<file path="config.mk">
export PLATFORM = sky130hd
export DESIGN_NAME = ysyx_24110015_mem_arbiter
export DESIGN_NICKNAME = d
export VERILOG_FILES = /design/src/rtl/ysyx_24110015_mem_arbiter.sv
export SDC_FILE = /design/constraint.sdc
export NUM_CORES = 1
export LEC_CHECK = 0
export CORE_MARGIN = 2
export CORE_UTILIZATION = 39
export DETAILED_ROUTE_END_ITERATION = 12
export GPL_ROUTABILITY_DRIVEN = 1
export GPL_TIMING_DRIVEN = 0
export MAX_ROUTING_LAYER = met4
export PLACE_DENSITY = 0.77
export SYNTH_ARGS = -nofsm -noshare
export SYNTH_HDL_FRONTEND = slang
export SYNTH_SLANG_ARGS = --single-unit
</file>
<file path="constraint.sdc">
create_clock -name clk -period 1.6 [get_ports clk]
set_input_delay 0.32 -clock clk [delete_from_list [all_inputs] [get_ports clk]]
set_output_delay 0.32 -clock clk [all_outputs]
set_load 0.02 [all_outputs]
</file>
<file path="src/rtl/ysyx_24110015_mem_arbiter.sv">
// ysyx_24110015_mem_arbiter
// Shares one memory port between the instruction fetch unit (IFU) and the
// load/store unit (LSU). Only one transaction is in flight at a time. When
// both units request together, round-robin arbitration decides the winner.
// Responses are registered one-cycle pulses. A response timeout completes
// the transaction with an error if the memory never answers.

module ysyx_24110015_mem_arbiter #(
  parameter int ADDR_W  = 32,
  parameter int DATA_W  = 32,
  parameter int TIMEOUT = 255
) (
  input  logic                clk,
  input  logic                rst,
  input  logic                ifu_req_valid,
  output logic                ifu_req_ready,
  input  logic [ADDR_W-1:0]   ifu_addr,
  output logic                ifu_rsp_valid,
  output logic [DATA_W-1:0]   ifu_rdata,
  output logic                ifu_rsp_err,
  input  logic                lsu_req_valid,
  output logic                lsu_req_ready,
  input  logic [ADDR_W-1:0]   lsu_addr,
  input  logic                lsu_wen,
  input  logic [DATA_W-1:0]   lsu_wdata,
  input  logic [DATA_W/8-1:0] lsu_wmask,
  output logic                lsu_rsp_valid,
  output logic [DATA_W-1:0]   lsu_rdata,
  output logic                lsu_rsp_err,
  output logic                mem_req_valid,
  input  logic                mem_req_ready,
  output logic [ADDR_W-1:0]   mem_addr,
  output logic                mem_wen,
  output logic [DATA_W-1:0]   mem_wdata,
  output logic [DATA_W/8-1:0] mem_wmask,
  input  logic                mem_rsp_valid,
  input  logic [DATA_W-1:0]   mem_rdata,
  input  logic                mem_rsp_err
);

  typedef enum logic [1:0] {
    IDLE = 2'd0,
    REQ  = 2'd1,
    WAIT = 2'd2
  } state_t;

  // The last WAIT cycle before the counter would reach TIMEOUT
  localparam logic [7:0] TO_LAST = 8'(TIMEOUT - 1);

  state_t              r_state;
  state_t              w_next_state;

  logic                r_last_grant;   // 0 = IFU granted last, 1 = LSU
  logic                r_owner;        // 0 = IFU owns the transaction, 1 = LSU
  logic [ADDR_W-1:0]   r_addr;
  logic                r_wen;
  logic [DATA_W-1:0]   r_wdata;
  logic [DATA_W/8-1:0] r_wmask;
  logic [7:0]          r_count;

  logic                r_ifu_rsp_valid;
  logic [DATA_W-1:0]   r_ifu_rdata;
  logic                r_ifu_rsp_err;
  logic                r_lsu_rsp_valid;
  logic [DATA_W-1:0]   r_lsu_rdata;
  logic                r_lsu_rsp_err;

  logic                w_ifu_win;
  logic                w_lsu_win;
  logic                w_ifu_ready;
  logic                w_lsu_ready;
  logic                w_ifu_acc;
  logic                w_lsu_acc;
  logic                w_accept;
  logic                w_mem_req_valid;
  logic                w_rsp_hit;
  logic                w_timeout;
  logic                w_finish;
  logic [DATA_W-1:0]   w_rsp_data;
  logic                w_rsp_err;

  // A lone requester always wins; with two requesters, the one not granted last wins.
  assign w_ifu_win = ifu_req_valid & (~lsu_req_valid | r_last_grant);
  assign w_lsu_win = lsu_req_valid & (~ifu_req_valid | ~r_last_grant);

  // Ready is forced low while reset is held, even though the state is already IDLE.
  assign ifu_req_ready = w_ifu_ready & rst;
  assign lsu_req_ready = w_lsu_ready & rst;

  assign w_ifu_acc = ifu_req_valid & ifu_req_ready;
  assign w_lsu_acc = lsu_req_valid & lsu_req_ready;
  assign w_accept  = w_ifu_acc | w_lsu_acc;

  // A real response in the final counted cycle takes priority over the timeout.
  assign w_rsp_hit  = (r_state == WAIT) & mem_rsp_valid;
  assign w_timeout  = (r_state == WAIT) & ~mem_rsp_valid & (r_count == TO_LAST);
  assign w_finish   = w_rsp_hit | w_timeout;
  assign w_rsp_data = w_rsp_hit ? mem_rdata : '0;
  assign w_rsp_err  = w_rsp_hit ? mem_rsp_err : 1'b1;

  assign mem_req_valid = w_mem_req_valid;
  assign mem_addr      = r_addr;
  assign mem_wen       = r_wen;
  assign mem_wdata     = r_wdata;
  assign mem_wmask     = r_wmask;

  assign ifu_rsp_valid = r_ifu_rsp_valid;
  assign ifu_rdata     = r_ifu_rdata;
  assign ifu_rsp_err   = r_ifu_rsp_err;
  assign lsu_rsp_valid = r_lsu_rsp_valid;
  assign lsu_rdata     = r_lsu_rdata;
  assign lsu_rsp_err   = r_lsu_rsp_err;

  // FSM state register.
  always_ff @(posedge clk or negedge rst) begin
    if (!rst) begin
      r_state <= IDLE;
    end else begin
      r_state <= w_next_state;
    end
  end

  // Next-state logic, grant readies and the memory request strobe.
  always_comb begin
    w_next_state    = r_state;
    w_ifu_ready     = 1'b0;
    w_lsu_ready     = 1'b0;
    w_mem_req_valid = 1'b0;
    case (r_state)
      IDLE: begin
        w_ifu_ready = w_ifu_win;
        w_lsu_ready = w_lsu_win;
        if (w_accept) begin
          w_next_state = REQ;
        end
      end
      REQ: begin
        w_mem_req_valid = 1'b1;
        if (mem_req_ready) begin
          w_next_state = WAIT;
        end
      end
      WAIT: begin
        if (w_finish) begin
          w_next_state = IDLE;
        end
      end
      default: begin
        w_next_state = IDLE;
      end
    endcase
  end

  // Latch the winner's request fields and the round-robin bit on acceptance.
  always_ff @(posedge clk or negedge rst) begin
    if (!rst) begin
      r_last_grant <= 1'b0;
      r_owner      <= 1'b0;
      r_addr       <= '0;
      r_wen        <= 1'b0;
      r_wdata      <= '0;
      r_wmask      <= '0;
    end else if (w_accept) begin
      r_last_grant <= w_lsu_acc;
      r_owner      <= w_lsu_acc;
      r_addr       <= w_lsu_acc ? lsu_addr : ifu_addr;
      r_wen        <= w_lsu_acc & lsu_wen;
      r_wdata      <= w_lsu_acc ? lsu_wdata : '0;
      r_wmask      <= w_lsu_acc ? lsu_wmask : '0;
    end
  end

  // Count WAIT cycles without a response, starting from zero on entry to WAIT.
  always_ff @(posedge clk or negedge rst) begin
    if (!rst) begin
      r_count <= '0;
    end else if ((r_state == REQ) && mem_req_ready) begin
      r_count <= '0;
    end else if ((r_state == WAIT) && !mem_rsp_valid) begin
      r_count <= r_count + 8'd1;
    end
  end

  // Register the response to its owner as a single-cycle pulse; data holds in between.
  always_ff @(posedge clk or negedge rst) begin
    if (!rst) begin
      r_ifu_rsp_valid <= 1'b0;
      r_ifu_rdata     <= '0;
      r_ifu_rsp_err   <= 1'b0;
      r_lsu_rsp_valid <= 1'b0;
      r_lsu_rdata     <= '0;
      r_lsu_rsp_err   <= 1'b0;
    end else begin
      r_ifu_rsp_valid <= w_finish & ~r_owner;
      r_lsu_rsp_valid <= w_finish & r_owner;
      if (w_finish && !r_owner) begin
        r_ifu_rdata   <= w_rsp_data;
        r_ifu_rsp_err <= w_rsp_err;
      end
      if (w_finish && r_owner) begin
        r_lsu_rdata   <= w_rsp_data;
        r_lsu_rsp_err <= w_rsp_err;
      end
    end
  end

endmodule

</file>
==> results.sh <==
export IMPL_status="complete, but fails checks"
export IMPL_violations="negative hold slack, negative setup slack"
export IMPL_rr_startpoint="r_owner"
export IMPL_finalWorstSetupSlack_ns=-0.381
export IMPL_synth_net_count=847
export IMPL_synth_edff_count=0
export IMPL_route_detailed_drc=0
export IMPL_drt_met1_wl_um=10500
export IMPL_cts_buffer_depth=2
export IMPL_die_x_um=136
export IMPL_clk_insertion_delay_late_ns=0.43
export IMPL_wl_per_cell_um=21.0
export IMPL_initial_utilization=0.396
export IMPL_avgSynthCellArea_um2=9.66
export IMPL_synthXorXnorAreaFrac=0.00257
export IMPL_crit_path_end="ifu_req_ready"
export IMPL_clk_pin_slew_ns=0.07
export IMPL_synthTopCellsByArea="dfrtp_1, o21ai_0, a31oi_1"
export IMPL_yosysTopAreaCell="dfrtp_1"
export IMPL_grt_antenna_before_repair=0
export IMPL_r2r_end="mem_addr[22]"
export IMPL_layout_drive_gt1_share=0.248
export IMPL_synthArstFlopShare=1.00
export IMPL_grt_pass1_wl_um=38100
export IMPL_drv_cap=0
export IMPL_cts_tree="done"
export IMPL_power_density_nw_per_um2=1790
export IMPL_cp_data_arrival_time_ns=1.66
export IMPL_fp_dieH_um=136
export IMPL_route_met2_wl_um=14300
export IMPL_ant_nets=0
export IMPL_num_vias=7360
export IMPL_dp_final_hpwl_um=16900
export IMPL_num_rows=48
export IMPL_numCtsBuffers=17
export IMPL_design_power_total_w=0.0220
export IMPL_synth_area_um2=6810
export IMPL_first_global_vias=7077
export IMPL_core_area_um2=17200
export IMPL_antenna_cells=0
export IMPL_cp_startpoint="r_state[0]"
export IMPL_worst_pin_slew_ns=1.04
export IMPL_worstHoldPathType="in -> async"
export IMPL_gp_congestion=0.868
export IMPL_period_minus_slack_ns=1.98
export IMPL_critPathSlowestCell="or3b_4"
export IMPL_grtUsageTotal=0.276
export IMPL_yosysTopAreaCellShare=0.544
export IMPL_rsz0062_at_grt="true"
export IMPL_synthAdderAreaFrac=0.00368
export IMPL_relSlewSlack=0.309
export IMPL_routed_top_layer="met4"
export IMPL_drv_slew=0
export IMPL_r2r_slack_ns=-0.31
export IMPL_firstDrtPassIters=5
export IMPL_whs_ns=-0.143
export IMPL_synth_top_family_by_area="compound AO/OA/AOI/OAI gates"
export IMPL_clock_sinks=148
export IMPL_totalWireLength_um=27600
export IMPL_grt_max_degree=40
export IMPL_met3_length_um=1980
export IMPL_crit_path_max_incr_delay_ns=0.44
export IMPL_final_setup_tns_ns=-20.78
export IMPL_setup_viol=136
export IMPL_cellLeakagePower_nw=5.30
export IMPL_synth_compound_area_share=0.257
export IMPL_cp_data_required_time_ns=1.28
export IMPL_syn_to_final_growth_pct=80.9
export IMPL_worstPathCellList="or3b_4, clkbuf_16, nor2_4, buf_6"
export IMPL_ios=280
export IMPL_synth_mux_area_frac=0.00147
export IMPL_worst_clock_skew_ns=0.0139
export IMPL_max_freq_ghz=0.505
export IMPL_synth_seq_cells=148
export IMPL_drt_iter0_drc=464
export IMPL_layout_nets=1216
export IMPL_period_share=1.24
export IMPL_cts_hold_buf=7
export IMPL_critPathKind="reg -> out"
export IMPL_htreeDepth=4
export IMPL_finish_utilization=0.717
export IMPL_end_kind="output pin"
export IMPL_finalHoldViolCount=35
export IMPL_peakVddDrop_mv=0.859
export IMPL_synth_simple_area_share=0.146
export IMPL_dieArea_um2=18500
export IMPL_synth_cell_types=40
export IMPL_netlist_instances=705
export IMPL_port_buffers=279
export IMPL_vias_per_cell=5.61
export IMPL_cp_start_kind="register"
export IMPL_rr_worst_depth=5
export IMPL_overflow=0
export IMPL_critical_path_max_fanout=3
export IMPL_yosys_most_used_dff="dfrtp_1"
export IMPL_yosysWarnings=0
export IMPL_synth_seq_area_share=0.544
export IMPL_root_buffer="clkbuf_16"
export IMPL_pre_cts_ws_ns=-1.82
-- state kept, by name, indices dropped and copies added (netlist names) --
| register | flops |
|---|---|
| ifu_rdata | 32 |
| lsu_rsp_err | 1 |
| mem_addr | 32 |
| lsu_rdata | 32 |
| mem_wdata | 32 |
| mem_wen | 1 |
| r_state | 2 |
| r_count | 8 |
| ifu_rsp_err | 1 |
| mem_wmask | 4 |
| ifu_rsp_valid | 1 |
| r_owner | 1 |
| lsu_rsp_valid | 1 |
-- critical path: cells and delay by family (launching register included) --
family / cells / cell delay [ns]
and+or+nand+nor: 2 / 0.52
DFF: 1 / 0.42
buffers and inverters: 2 / 0.28
-- power by group --
part / total, W / internal [W] / switching (W)
Clock: 0.00418 / 0.00250 / 0.00168
Sequential: 0.00622 / 0.00518 / 0.00104
Combinational: 0.0116 / 0.00526 / 0.00637
-- what timing repair did --
| item | CTS | global route |
|---|---|---|
| gates resized for setup | 349 | 215 |
| buffers inserted | 36 | 14 |
| pin swaps | 27 | 60 |
| cloned | 7 | 14 |
| endpoints found under the hold margin | 76 | 35 |
| setup endpoints to repair | 282 | 166 |
-- placed cells by master, fill, tap and decap left out, types with 4 or more instances in the layout --
cell             synthesis  final
clkbuf_2                 0     12
o21ai_2                  0     57
clkbuf_16                0     30
clkdlybuf4s50_1          0    137
nor2_1                   6      4
a31oi_4                  0     10
a22oi_1                 32     24
nand2_1                 70     67
a31oi_1                 66     54
nand3_1                 35     28
o21ai_0                101     19
dfrtp_1                148    146
a22o_1                  37     37
dlygate4sd2_1            0    138
a21oi_1                 36     34
nor2b_1                 65     65
buf_12                   0      6
buf_8                    0     15
nand3_2                  0      5
clkbuf_4                 0      5
buf_6                    0     42
a22oi_2                  0      8
clkbuf_1                51      9
buf_4                    0     29
o21ai_1                  0     24
-- logic make-up (layout without fill, tap and decap cells) --
logic type / Yosys count / count (layout)
xor gates and xnor gates: 2 / 2
and+or+nand+nor: 193 / 194
AOI/OAI and AO/OA: 283 / 283
muxes: 1 / 1
adders and majority gates: 2 / 2
buffers and inverters: 76 / 457
DFF: 148 / 148
-- synthesized netlist by cell type (5+ instances only) --
cell type,count
dfrtp_1,148
o21ai_0,101
nand2_1,70
a31oi_1,66
nor2b_1,65
clkbuf_1,51
a22o_1,37
a21oi_1,36
nand3_1,35
a22oi_1,32
buf_2,17
nor2_1,6
inv_1,5
-- per-layer routing --
metal | vias to the layer above | GRT usage
met4 | 0 | 0.0689
met3 | 60 | 0.0723
met1 | 3648 | 0.326
met5 | - | -
met2 | 338 | 0.472
li1 | 3314 | -
-- worst min path at each step --
| stage | cells past startpoint | end |
|---|---|---|
| global route | 2 | mem_wdata[9] |
| CTS | 2 | mem_wdata[9] |
| finish | 2 | mem_wdata[6] |
| floorplan | 0 | ifu_rdata[0] |
| global placement | 1 | mem_wdata[1] |
| detailed placement | 1 | ifu_rdata[9] |
-- through the flow --
stage,std cells,cell area (um^2)
finish,1312,12300
global route,1312,12300
CTS,1288,11400
detailed placement,1210,9930
global placement,1209,9900
floorplan,705,6820
-- layout make-up --
cell class | count | area, um^2
Fill cell | 1221 | 4860
Timing Repair Buffer | 356 | 3680
Sequential cell | 148 | 3710
Tap cell | 225 | 282
Clock inverter | 12 | 155
Buffer | 64 | 646
Clock buffer | 20 | 447
Inverter | 5 | 18.8
Multi-Input combinational cell | 482 | 3380
Note: power is estimated with default switching activity, not from simulation.
